**config.mk**
```make
export PLATFORM = sky130hd
export DESIGN_NAME = bus_endpoint
export DESIGN_NICKNAME = d
export VERILOG_FILES = /design/src/rtl/bus_pkg.sv /design/src/rtl/bus_sync_fifo.sv /design/src/rtl/bus_endpoint.sv
export SDC_FILE = /design/constraint.sdc
export NUM_CORES = 1
export LEC_CHECK = 0
export CORE_ASPECT_RATIO = 1.5
export CORE_UTILIZATION = 49
export CTS_CLUSTER_DIAMETER = 150
export DETAILED_ROUTE_END_ITERATION = 7
export PLACE_DENSITY_LB_ADDON = 0.3
export SYNTH_ARGS = -nofsm -noshare
export SYNTH_HDL_FRONTEND = slang
export SYNTH_HIERARCHICAL = 1
export SYNTH_SLANG_ARGS = --single-unit
```
**constraint.sdc**
```tcl
create_clock -name clk -period 8.46 [get_ports clk]
set_input_delay 1.692 -clock clk [delete_from_list [all_inputs] [get_ports clk]]
set_output_delay 1.692 -clock clk [all_outputs]
set_load 0.05 [all_outputs]
```
**src/rtl/bus_pkg.sv**
```systemverilog
// Shared definitions for the packet bus endpoint: address width, broadcast ID
// and destination-field extraction.
package bus_pkg;

    localparam int unsigned ID_W         = 8;
    localparam logic [7:0]  BROD_DEFAULT = 8'hFF;
    localparam int unsigned PKT_MAX_W    = 64;

    // Destination ID is the top ID_W bits of a pckg-wide packet (zero-extended to PKT_MAX_W).
    function automatic logic [ID_W-1:0] pkt_dest(input logic [PKT_MAX_W-1:0] pkt,
                                                 input int unsigned           pckg);
        return ID_W'(pkt >> (pckg - ID_W));
    endfunction

endpackage

```
**src/rtl/bus_sync_fifo.sv**
```systemverilog
// Show-ahead synchronous FIFO with occupancy counter; head reads as 0 when empty.
module bus_sync_fifo #(
    parameter int unsigned PCKG  = 16,
    parameter int unsigned DEPTH = 4
) (
    input  logic                     clk,
    input  logic                     reset,
    input  logic                     wr_en,
    input  logic [PCKG-1:0]          wr_data,
    input  logic                     rd_en,
    output logic [PCKG-1:0]          rd_data,
    output logic                     full,
    output logic                     empty,
    output logic [$clog2(DEPTH):0]   count
);

    localparam int unsigned AW = $clog2(DEPTH);
    localparam int unsigned CW = AW + 1;

    logic [PCKG-1:0] r_mem [DEPTH];
    logic [AW-1:0]   r_wr_ptr;
    logic [AW-1:0]   r_rd_ptr;
    logic [CW-1:0]   r_count;
    logic            w_wr;
    logic            w_rd;

    // Full/empty come from registered occupancy, so a same-cycle read never frees a slot.
    assign full    = (r_count == CW'(DEPTH));
    assign empty   = (r_count == '0);
    assign count   = r_count;
    assign w_wr    = wr_en && !full;
    assign w_rd    = rd_en && !empty;
    assign rd_data = empty ? '0 : r_mem[r_rd_ptr];

    always_ff @(posedge clk) begin
        if (!reset) begin
            r_wr_ptr <= '0;
            r_rd_ptr <= '0;
            r_count  <= '0;
        end else begin
            if (w_wr) r_wr_ptr <= r_wr_ptr + AW'(1);
            if (w_rd) r_rd_ptr <= r_rd_ptr + AW'(1);
            case ({w_wr, w_rd})
                2'b10:   r_count <= r_count + CW'(1);
                2'b01:   r_count <= r_count - CW'(1);
                default: r_count <= r_count;
            endcase
        end
    end

    always_ff @(posedge clk) begin
        if (reset && w_wr) r_mem[r_wr_ptr] <= wr_data;
    end

endmodule

```
**src/rtl/bus_endpoint.sv**
```systemverilog
// Bus drop endpoint: TX FIFO toward the arbiter's pending/pop port, and an
// address-filtered RX FIFO with a saturating overflow drop counter.
module bus_endpoint
    import bus_pkg::*;
#(
    parameter int unsigned     PCKG  = 16,
    parameter int unsigned     DEPTH = 4,
    parameter logic [ID_W-1:0] ID    = 8'h00,
    parameter logic [ID_W-1:0] BROD  = BROD_DEFAULT
) (
    input  logic            clk,
    input  logic            reset,
    input  logic            tx_valid,
    input  logic [PCKG-1:0] tx_data,
    output logic            tx_ready,
    output logic            pndng,
    output logic [PCKG-1:0] D_pop,
    input  logic            pop,
    input  logic            push,
    input  logic [PCKG-1:0] D_push,
    output logic            rx_valid,
    output logic [PCKG-1:0] rx_data,
    input  logic            rx_ready,
    output logic [7:0]      drop_cnt
);

    localparam int unsigned CW = $clog2(DEPTH) + 1;

    logic            w_tx_full;
    logic            w_tx_empty;
    logic [CW-1:0]   w_tx_count;
    logic            w_rx_full;
    logic            w_rx_empty;
    logic [CW-1:0]   w_rx_count;
    logic [ID_W-1:0] w_dest;
    logic            w_match_push;
    logic            w_drop;
    logic [7:0]      r_drop_cnt;

    assign tx_ready = (w_tx_count != CW'(DEPTH));
    assign pndng    = (w_tx_count != '0);
    assign rx_valid = (w_rx_count != '0);
    assign drop_cnt = r_drop_cnt;

    bus_sync_fifo #(.PCKG(PCKG), .DEPTH(DEPTH)) u_tx_fifo (
        .clk     (clk),
        .reset   (reset),
        .wr_en   (tx_valid && !w_tx_full),
        .wr_data (tx_data),
        .rd_en   (pop && !w_tx_empty),
        .rd_data (D_pop),
        .full    (w_tx_full),
        .empty   (w_tx_empty),
        .count   (w_tx_count)
    );

    // Accept packets addressed to this drop or broadcast; others are invisible.
    assign w_dest       = pkt_dest(PKT_MAX_W'(D_push), PCKG);
    assign w_match_push = push && ((w_dest == ID) || (w_dest == BROD));
    assign w_drop       = w_match_push && w_rx_full;

    bus_sync_fifo #(.PCKG(PCKG), .DEPTH(DEPTH)) u_rx_fifo (
        .clk     (clk),
        .reset   (reset),
        .wr_en   (w_match_push && !w_rx_full),
        .wr_data (D_push),
        .rd_en   (rx_ready && !w_rx_empty),
        .rd_data (rx_data),
        .full    (w_rx_full),
        .empty   (w_rx_empty),
        .count   (w_rx_count)
    );

    always_ff @(posedge clk) begin
        if (!reset) begin
            r_drop_cnt <= '0;
        end else if (w_drop && (r_drop_cnt != 8'hFF)) begin
            r_drop_cnt <= r_drop_cnt + 8'd1;
        end
    end

endmodule

```
# Word level (Yosys, flattened, before mapping)

Memory sizes are Yosys's and may differ from the RTL's. A register that Yosys moved wholly into a read port is not among the register bits.
Index checks and enable logic that the tools add are counted.

Bits in latches: 0
Memories kept: 2
ROM bits: 0
Memory bits (writable): 128
Bits in registers: 22
Output and inout port bits: 43
Input bits: 38

Div/mod/pow operators: 0
Mux-type cells: 12
Reduce and logical (&&, ||, !) cells: 25
Add/sub/neg operators: 9
Shifts and indexed selects: 0
Equality and inequality tests: 9
Bitwise gates (word level): 0
Order comparisons: 0
Multiply operators: 0

Memories:

| name            | words | bits a word | read ports | clocked after memory_dff | wr ports | line                | RTL |
|---|---|---|---|---|---|---|---|
| u_rx_fifo.r_mem | 4     | 16          | 1          | 1                        | 1        | bus_sync_fifo.sv:20 | `logic [PCKG-1:0] r_mem [DEPTH];` |
| u_tx_fifo.r_mem | 4     | 16          | 1          | 1                        | 1        | bus_sync_fifo.sv:20 |  |

Operators with widths:

| operator              | number |
|---|---|
| $mux W16              | 2 |
| $logic_and A1 B1 Y1   | 13 |
| $pmux W3 S2           | 2 |
| $add A2 B1 Y2 const B | 4 |
| $add A8 B1 Y8 const B | 1 |
| $eq A8 B8 Y1 const B  | 1 |
| $logic_not A8 Y1      | 1 |
| $mux W2               | 4 |
| $ne A8 B8 Y1 const B  | 1 |
| $add A3 B1 Y3 const B | 2 |
| $eq A3 B3 Y1 const B  | 2 |
| $logic_not A3 Y1      | 2 |
| $reduce_bool A3 Y1    | 2 |
| $sub A3 B1 Y3 const B | 2 |
| $eq A2 B1 Y1 const B  | 2 |
| $eq A2 B2 Y1 const B  | 2 |
| $logic_not A1 Y1      | 4 |
| $mux W1               | 4 |
| $reduce_bool A2 Y1    | 2 |
| $ne A3 B3 Y1 const B  | 1 |
| $logic_or A1 B1 Y1    | 1 |

# Longest topological paths before layout

Gate-level depths: netlist of the first run.

Word-level depth: 8
Mapped depth: 13

# Hierarchy

Netlist of the first run, hierarchy kept.

Modules (own cells, without submodules):

| module        | cells each | sequential area each (µm²) | area an instance (µm²) | times used |
|---|---|---|---|---|
| bus_sync_fifo | 156        | 2,102.0                    | 3,014.1                | 2 |
| bus_endpoint  | 62         | 160.2                      | 500.5                  | 1 |

# Worst setup path after synthesis of the first run

Ideal clock, no wire load.

Path type: input port to flip-flop
Start: input D_push[12]
End: register u_rx_fifo.r_count[2], in the netlist u_rx_fifo/count[2]
Data required time: 8,384 ps
Buffers on the path: 1
Slack: 4,490 ps
Setup time: 76 ps
Data arrival time: 3,894 ps
Cell stages on the path: 13
Path through: or4_4 nor2_4 nor2_2 nor3b_1 nor2b_1 clkbuf_1 inv_1 ha_1 inv_1 fa_1 xor2_1 or3_1 a21boi_0

Word-level cells in the longest chain between the ends: 7
Elaborated cells between the ends (all ways): 10
Classes of those cells: 3 x eq/ne; 1 x mux; 6 x reduce/logical

Ends and longest elaborated chain:

| what                                                     | line                | RTL |
|---|---|---|
| start: declaration                                       | bus_endpoint.sv:20  | `input logic [PCKG-1:0] D_push,` |
| $eq A8 B8 Y1 / $logic_not A8 Y1 (equally long branches)  | bus_endpoint.sv:59  | `assign w_match_push = push && ((w_dest == ID) \|\| (w_dest == BROD));` |
| $logic_or A1 B1 Y1 *                                     | bus_endpoint.sv:59  |  |
| $logic_and A1 B1 Y1 *                                    | bus_endpoint.sv:59  |  |
| $logic_and A1 B1 Y1 *                                    | bus_endpoint.sv:65  | `.wr_en (w_match_push && !w_rx_full),` |
| $logic_and A1 B1 Y1 *                                    | bus_sync_fifo.sv:31 | `assign w_wr = wr_en && !full;` |
| $eq A2 B1 Y1 / $eq A2 B2 Y1 (equally long branches)      | bus_sync_fifo.sv:43 | `case ({w_wr, w_rd})` |
| $pmux W3 S2 / $reduce_bool A2 Y1 (equally long branches) | --                  |  |
| end signal: assignment                                   | bus_sync_fifo.sv:44 | `2'b10: r_count <= r_count + CW'(1);` |
| end signal: assignment                                   | bus_sync_fifo.sv:45 | `2'b01: r_count <= r_count - CW'(1);` |
| end signal: assignment                                   | bus_sync_fifo.sv:46 | `default: r_count <= r_count;` |
| end: declaration                                         | bus_sync_fifo.sv:23 | `logic [CW-1:0] r_count;` |

Every way passes the cells marked *; elsewhere a longest branch is shown, timed or not.
A chain may end at the register's enable or synchronous reset.

==> results.cfg, run 1 <==
[die]
fp.dieArea_um2 = 13800
initial_core_util_pct = 50.2
die_x_um = 96.2
placementRows = 51
num_io_pins = 81
die_h_um = 143
coreArea_um2 = 13000

[timing]
post-route-period-util_pct = 55.0
fmax_ghz = 0.215
slew_headroom_pct = 28.8
tightest_slew_ps = 1070
finalHoldViolCount = 0
timing.final.ws_setup_ps = 3800
rsz0062_at_grt = no
fin_crit_ps = 4660
tns_ps = 0
fin_skew_ps = 9.68
setup_viol = 0
timing.final.max_slew_violations = 0

[yosys]
syn_area_per_cell_um2 = 17.5
synth_edf_count = 128
synth_seq_area_share_pct = 66.8
yosysMostFrequentCell = edfxtp_1
synth_area_leaders = edfxtp_1 (59%), dfxtp_1 (8.0%), mux4_2 (6.9%), mux4_1 (4.8%), nor2b_4 (4.2%)
yosys_warnings = 6
ys.flop_type = edfxtp_1
yosys.area.top_type = edfxtp_1
synth_common_cells = edfxtp_1 (128), dfxtp_1 (26), nand2_1 (21), mux4_2 (20), nor2b_4 (20)
async_flop_share_pct = 0
synth_area_um2 = 6530
synth_top_area_share_pct = 58.9
synth_nets = 425
synth_cells = 374
synth-seq-cells = 154
synth_cell_types = 39

[global_route]
grt.total_usage_pct = 17.0
grt_pass1_wl_mm = 16.7
grt_max_degree = 39
grt_pass1_vias = 3465
antenna_found_initial = 0
grt_overflow = 0

[cts]
numCtsBuffers = 17
cts.htree.levels = 4
clkLatencyLatePin_ps = 420
clock_path_buffers = 2
clock-root-buffer = clkbuf_16
cts.sinks = 154
hold_buffers = 0
ctsResizeCount = 0
cts_tree = built
cts_setup_buffers = 0
clkTransAtPathRegs_ps = 60

[pwr]
power.switching_w = 0.000634
pwr-share-seq_pct = 42.8
p_leak_nw = 2.60
power_density_nw_per_um2 = 258
switching_share_pct = 30.8
ir_worst_vdd_v = 0.000152
power.internal_w = 0.00142
clockPowerShare_pct = 33.4
combPwrFrac_pct = 23.9

[cells_and_area]
num-nets-final = 510
diodes = 0
layout-drive-gt1-share_pct = 16.9
area_delta_synth_final_pct = 22.2
fin_area_um2 = 7980

[route]
drt-initial-drc-count = 99
routed_wl_mm = 11.1
viasPerCell = 5.45
route.detailed.drc = 0
avgRoutedWirePerCell_um = 17.6
vias = 3441
antenna_violating_nets_post_route = 0
dr.pass1.iters = 4

[worst_setup_path]
cp-end-kind = output pin
crit_buf_inv = 1
cp_top_family = flip-flops
crit_slowest_cell = dfxtp_1
path_class = reg -> out
arrival_ps = 2960
required_ps = 6770
crit_chain = mux4_1, nor2b_1, clkdlybuf4s50_1
regToRegSetupSlack_ps = 5840
path_max_fanout = 16
critPathLaunchType = register
max_stage_delay_ps = 980

[place]
dpl_cell_area_um2 = 7440
hpwl_mm = 7.32
io_buffers = 80
place_ws_ps = 3630
routabilityCongestion = 0.780

[worst_hold_path]
hold_class = reg -> reg

[outcome]
status = completed

[run]
timing.max_cap.violations = 0
[cell usage in the layout (no fill, tap or decap), types with 9 or more instances in the layout]
cell type / netlist / layout
mux4_2: 20 / 20
clkdlybuf4s50_1: 0 / 80
nor2b_4: 20 / 20
mux4_1: 12 / 12
inv_1: 14 / 14
edfxtp_1: 128 / 128
nand2_1: 21 / 21
dfxtp_1: 26 / 26
nor2b_1: 19 / 19
o21ai_0: 15 / 15
or3_1: 9 / 9
ha_1: 11 / 11
clkbuf_16: 0 / 17
[per-stage QoR]
step,util (%),hold slack [ps],total power (W),cells
after floorplan,-,456,0.00125,374
after global placement,57.2,469,0.00138,599
after detailed placement,57.2,480,0.00139,599
after CTS,61.3,489,0.00208,631
after global routing,61.3,529,0.00213,631
final,61.3,483,0.00206,631
[worst register-to-register path: cells and delay by family, from the launching register on]
family | cells | cell delay, ps
XOR/XNOR | 1 | 170
adder cells (fa/ha/maj) | 2 | 600
AO/OA/AOI/OAI | 1 | 170
flip-flops | 1 | 420
AND/OR/NAND/NOR | 4 | 870
buffers and inverters | 2 | 330
[final timing paths]
kind | startpoint | endpoint | depth (start not counted)
worst max-delay path | register | rx_data[15] | 3
worst min register to register | u_tx_fifo/r_rd_ptr[1] | u_tx_fifo/r_rd_ptr[1] | 2
worst max register to register | u_rx_fifo/count[0] | u_rx_fifo/count[2] | 10
worst min-delay path | u_tx_fifo/r_rd_ptr[1] | u_tx_fifo/r_rd_ptr[1] | 2
[sequential cells by signal (all words and copies together), names as in the netlist, named ones only]
| name | count |
|---|---|
| u_tx_fifo/r_mem | 64 |
| u_rx_fifo/r_wr_ptr | 2 |
| drop_cnt | 8 |
| u_rx_fifo/r_rd_ptr | 2 |
| u_tx_fifo/r_rd_ptr | 2 |
| u_tx_fifo/count | 3 |
| u_tx_fifo/r_wr_ptr | 2 |
| u_rx_fifo/r_mem | 64 |
| u_rx_fifo/count | 3 |
[per-layer routing]
| metal | global-route usage (%) | vias to the layer above | wire [um] |
|---|---|---|---|
| li1 | - | 1612 | - |
| met1 | 18.2 | 1722 | 4350 |
| met2 | 30.3 | 87 | 6000 |
| met3 | 4.92 | 20 | 525 |
| met4 | 7.93 | 0 | 222 |
| met5 | 0 | - | 0 |
[power groups by stage]
stage	logic [W]	registers, W	clock network (W)
final	0.000491	0.000880	0.000686
after global routing	0.000525	0.000884	0.000724
after CTS	0.000497	0.000881	0.000699
after detailed placement	0.000496	0.000897	0
after global placement	0.000490	0.000895	0
after floorplan	0.000370	0.000878	0
[cells by family after synthesis]
group / count (synthesis) / share of synthesized area (%)
xor+xnor: 5 / 0.671
mux: 37 / 12.5
compound gates: 28 / 2.63
fa+ha+maj: 13 / 2.72
buf+inv: 31 / 2.66
flops: 154 / 66.8
simple gates: 106 / 12.0
[layout make-up]
class	count	area (um^2)
clock buffer	18	429
clock inverter	14	113
fill	980	5040
inverter	14	52.6
multi-input combinational	189	2000
sequential	154	4360
tap	159	199
timing repair buffer	83	823
No activity file was read; power rests on OpenSTA's default activity.
==> run 2, diff against run 1 <==
==> constraint.sdc (replaced) <==
create_clock -name clk -period 4.7 [get_ports clk]
set_input_delay 0.94 -clock clk [delete_from_list [all_inputs] [get_ports clk]]
set_output_delay 0.94 -clock clk [all_outputs]
set_load 0.05 [all_outputs]
==> results.cfg, run 2 (synthesis results as in run 1) <==
[timing]
tns_ps = 0
timing.final.max_slew_violations = 0
slew_headroom_pct = 43.0
tightest_slew_ps = 855
post-route-period-util_pct = 77.0
fmax_ghz = 0.276
fin_skew_ps = 6.70
setup_viol = 0
rsz0062_at_grt = no
fin_crit_ps = 3620
finalHoldViolCount = 0

[route]
route.detailed.drc = 0
wl_met3_um = 431
wl_met2_mm = 6.40
antenna_violating_nets_post_route = 0
met1_length_mm = 4.50
viasPerCell = 5.38
routed_wl_mm = 11.4
top_layer = met4
dr.pass1.iters = 4
drt-initial-drc-count = 146
vias = 3424
avgRoutedWirePerCell_um = 18.0

[outcome]
status = completed

[worst_setup_path]
max_stage_delay_ps = 580
critPathLaunchType = input port
cp-end-kind = register
crit_slowest_cell = or4_4
cp_top_family = simple AND/OR/NAND/NOR gates
arrival_ps = 3970
startpoint = D_push[12]
required_ps = 5050
crit_chain = clkdlybuf4s50_1, or4_4, nor2_4, nor2_2, nor3b_1, nor2b_1, inv_1, ha_1, inv_1, fa_1, o21ai_0, and2_1
path_class = in -> reg
crit_buf_inv = 3
path_max_fanout = 7
crit_top_cell = inv_1
r2r_start = u_tx_fifo/count[0]

[cts]
clkTransAtPathRegs_ps = 60
hold_buffers = 0
cts_tree = built
numCtsBuffers = 17
cts_setup_buffers = 0
cts.htree.levels = 4
clock_path_buffers = 2
cts.sinks = 154
clkLatencyLatePin_ps = 410
ctsResizeCount = 0
clock-root-buffer = clkbuf_16

[die]
initial_core_util_pct = 50.2
coreArea_um2 = 13000
die_h_um = 143
placementRows = 51
die_x_um = 96.2
num_io_pins = 81
fp.dieArea_um2 = 13800

[pwr]
ir_worst_vdd_v = 0.000259
p_leak_nw = 2.70
power_density_nw_per_um2 = 486

[global_route]
grt_pass1_vias = 3548
antenna_found_initial = 0
grt_overflow = 0
grt.total_usage_pct = 17.6
grt_max_degree = 39
grt_pass1_wl_mm = 17.5

[worst_hold_path]
holdCritStartpoint = u_tx_fifo/r_rd_ptr[1]
hold_class = reg -> reg

[cells_and_area]
diodes = 0
layout_common_cells = edfxtp_1 (128), clkdlybuf4s50_1 (80), dfxtp_1 (26)
area_delta_synth_final_pct = 24.5
num-nets-final = 516
layout-drive-gt1-share_pct = 18.0
layout.cells.most_common = edfxtp_1
stdcell_count = 637

[place]
routabilityCongestion = 0.776
dpl.cell_count = 605
io_buffers = 80
hpwl_mm = 7.46

[run]
timing.max_cap.violations = 0
[run 2: cell count changes in the layout (fill, tap and decap cells not counted), sizes merged]
cell / before / now
inv: 20 / 18
buf: 3 / 9
clkinvlp: 7 / 2
bufinv: 0 / 5
clkinv: 1 / 3
[run 2: worst paths after layout]
kind,end,slack [ps],cells past startpoint
worst min register to register,register,490,2
worst max-delay path,u_rx_fifo/count[1],1080,12
worst max register to register,u_tx_fifo/count[2],2070,10
worst min-delay path,register,490,2
[run 2: layout make-up]
class	instances	area [um^2]
Timing Repair Buffer	89	868
Clock inverter	14	218
Inverter	14	52.6
Multi-Input combinational cell	189	2000
Sequential cell	154	4360
Fill cell	968	4890
Clock buffer	18	429
Tap cell	159	199
[run 2: metal layers]
layer,track usage (%),up-vias
met5,0,-
met1,19.1,1715
met4,6.28,0
li1,-,1618
met3,4.55,9
met2,32.3,82
[run 2: power breakdown]
| group | leakage (nW) | internal (W) | switching (W) |
|---|---|---|---|
| clock | 0.313 | 0.000948 | 0.000526 |
| sequential | 1.37 | 0.00153 | 0.0000309 |
| combinational | 1.02 | 0.000349 | 0.000565 |
| total | 2.70 | 0.00283 | 0.00112 |
[run 2: metrics by stage]
step	total power [W]	util (%)	area [um^2]	hold WS, ps	setup WS [ps]
after floorplan	0.00225	-	6530	456	1480
final	0.00395	62.5	8130	490	1080
after CTS	0.00399	62.5	8130	495	1110
after global placement	0.00250	57.5	7480	469	791
after global routing	0.00409	62.5	8130	515	863
after detailed placement	0.00252	57.5	7480	485	677
[run 2: worst register-to-register path, cell delays in order (launching register included)]
cell and delay [ps]:
dfxtp_1 440, nor3_2 70, buf_4 250, nor2b_1 240, nor2b_1 260, ha_1 230
inv_1 70, fa_1 370, xor2_1 150, or3_1 310, a21boi_0 160
==> run 3, diff against run 2 <==
==> constraint.sdc (replaced) <==
create_clock -name clk -period 3.1 [get_ports clk]
set_input_delay 0.62 -clock clk [delete_from_list [all_inputs] [get_ports clk]]
set_output_delay 0.62 -clock clk [all_outputs]
set_load 0.05 [all_outputs]
==> results.cfg, run 3 (synthesis results as in run 1) <==
[outcome]
status = completed

[die]
die_h_um = 143
num_io_pins = 81
initial_core_util_pct = 50.2
die_x_um = 96.2
placementRows = 51
fp.dieArea_um2 = 13800
coreArea_um2 = 13000

[cts]
hold_buffers = 0
cts.htree.levels = 4
clkTransAtPathRegs_ps = 60
numCtsBuffers = 17
clkLatencyLatePin_ps = 410
clock_path_buffers = 2
cts.sinks = 154
cts_setup_buffers = 0
cts_tree = built
ctsResizeCount = 0
clock-root-buffer = clkbuf_16

[global_route]
antenna_found_initial = 0
grt_pass1_vias = 3569
grt.total_usage_pct = 17.5
grt_overflow = 0
grt_pass1_wl_mm = 17.4
grt_max_degree = 21

[timing]
finalHoldViolCount = 0
timing.final.max_slew_violations = 0
fmax_ghz = 0.350
fin_crit_ps = 2860
setup_viol = 0
post-route-period-util_pct = 92.2
tns_ps = 0
rsz0062_at_grt = no
tightest_slew_ps = 742
fin_skew_ps = 7.31
slew_headroom_pct = 50.5

[pwr]
combPwrFrac_pct = 24.3
power_density_nw_per_um2 = 683
power.switching_w = 0.00172
pwr-share-seq_pct = 42.4
power.internal_w = 0.00386
ir_worst_vdd_v = 0.000360
switching_share_pct = 30.8
clockPowerShare_pct = 33.3
finalPower_w = 0.00558
p_leak_nw = 2.84

[route]
routed_wl_mm = 11.1
antenna_violating_nets_post_route = 0
dr.pass1.iters = 4
vias = 3500
avgRoutedWirePerCell_um = 16.8
viasPerCell = 5.30
route.detailed.drc = 0
drt-initial-drc-count = 113

[worst_setup_path]
path_class = in -> reg
reg2regPathDepth = 10
cp-end-kind = register
required_ps = 3440
critPathLaunchType = input port
arrival_ps = 3200
path_max_fanout = 2

[place]
routabilityCongestion = 0.748
hpwl_mm = 7.52
dpl_cell_area_um2 = 7630
io_buffers = 80

[cells_and_area]
utilization_pct = 62.8
layout_common_cells = edfxtp_1 (128), buf_4 (60), clkdlybuf4s50_1 (48)
diodes = 0
layout.cells.most_common = edfxtp_1
num-nets-final = 539
fin_area_um2 = 8170
area_delta_synth_final_pct = 25.1
layout-drive-gt1-share_pct = 28.3

[worst_hold_path]
hold_class = reg -> reg
hold_path_depth = 2

[run]
timing.max_cap.violations = 0
-- run 3: cell types whose count changed in the layout (fill, tap and decap cells not counted), sizes merged --
cell	before	now
inv	18	20
clkdlybuf4s50	80	48
clkbuf	18	17
bufinv	5	0
clkinv	3	6
clkinvlp	2	3
buf	9	64
-- run 3: per-stage QoR --
step                      hold slack, ps  std cells  setup slack, ps
after floorplan                      456        374              202
after global placement               471        628            -77.2
after detailed placement             495        628             -177
after CTS                            503        660              234
after global routing                 529        660             63.0
final                                497        660              241
-- run 3: power by group through the flow --
stage	sequential (W)	combinational (W)	clock (W)
2_1_floorplan	0.00240	0.00101	0
3_3_place_gp	0.00241	0.00135	0
3_5_place_dp	0.00241	0.00138	0
4_1_cts	0.00237	0.00138	0.00190
5_1_grt	0.00238	0.00146	0.00199
6_report	0.00237	0.00136	0.00186
-- run 3: path summary, 6_finish.rpt --
kind,startpoint,endpoint,slack [ps]
worst max-delay path,D_push[12],u_rx_fifo/count[2],240
worst min register to register,u_tx_fifo/r_rd_ptr[0],register,500
worst max register to register,u_rx_fifo/count[0],u_rx_fifo/count[2],630
worst min-delay path,u_tx_fifo/r_rd_ptr[0],register,500
-- run 3: layout make-up --
type	count	area, um^2
Clock inverter	15	118
Tap cell	159	199
Multi-Input combinational cell	189	2000
Clock buffer	17	425
Sequential cell	154	4360
Fill cell	950	4850
Timing Repair Buffer	112	1010
Inverter	14	52.6
-- run 3: layer usage --
| metal | track usage [%] | vias to the layer above | share of wire (%) |
|---|---|---|---|
| li1 | - | 1668 | - |
| met1 | 19.7 | 1730 | 39 |
| met2 | 30.8 | 92 | 55 |
| met3 | 5.66 | 10 | 5.5 |
| met4 | 6.13 | 0 | 1.2 |
| met5 | 0 | - | 0 |
-- run 3: critical path: stages --
cell and delay [ps]:
clkdlybuf4s50_1 420, or4_4 550, nor2_4 150, nor2_2 50, nor3b_1 160, nor2b_1 190, inv_1 60, ha_1 210
inv_1 80, fa_1 180, xor2_1 70, or3_1 290, a21boi_0 170
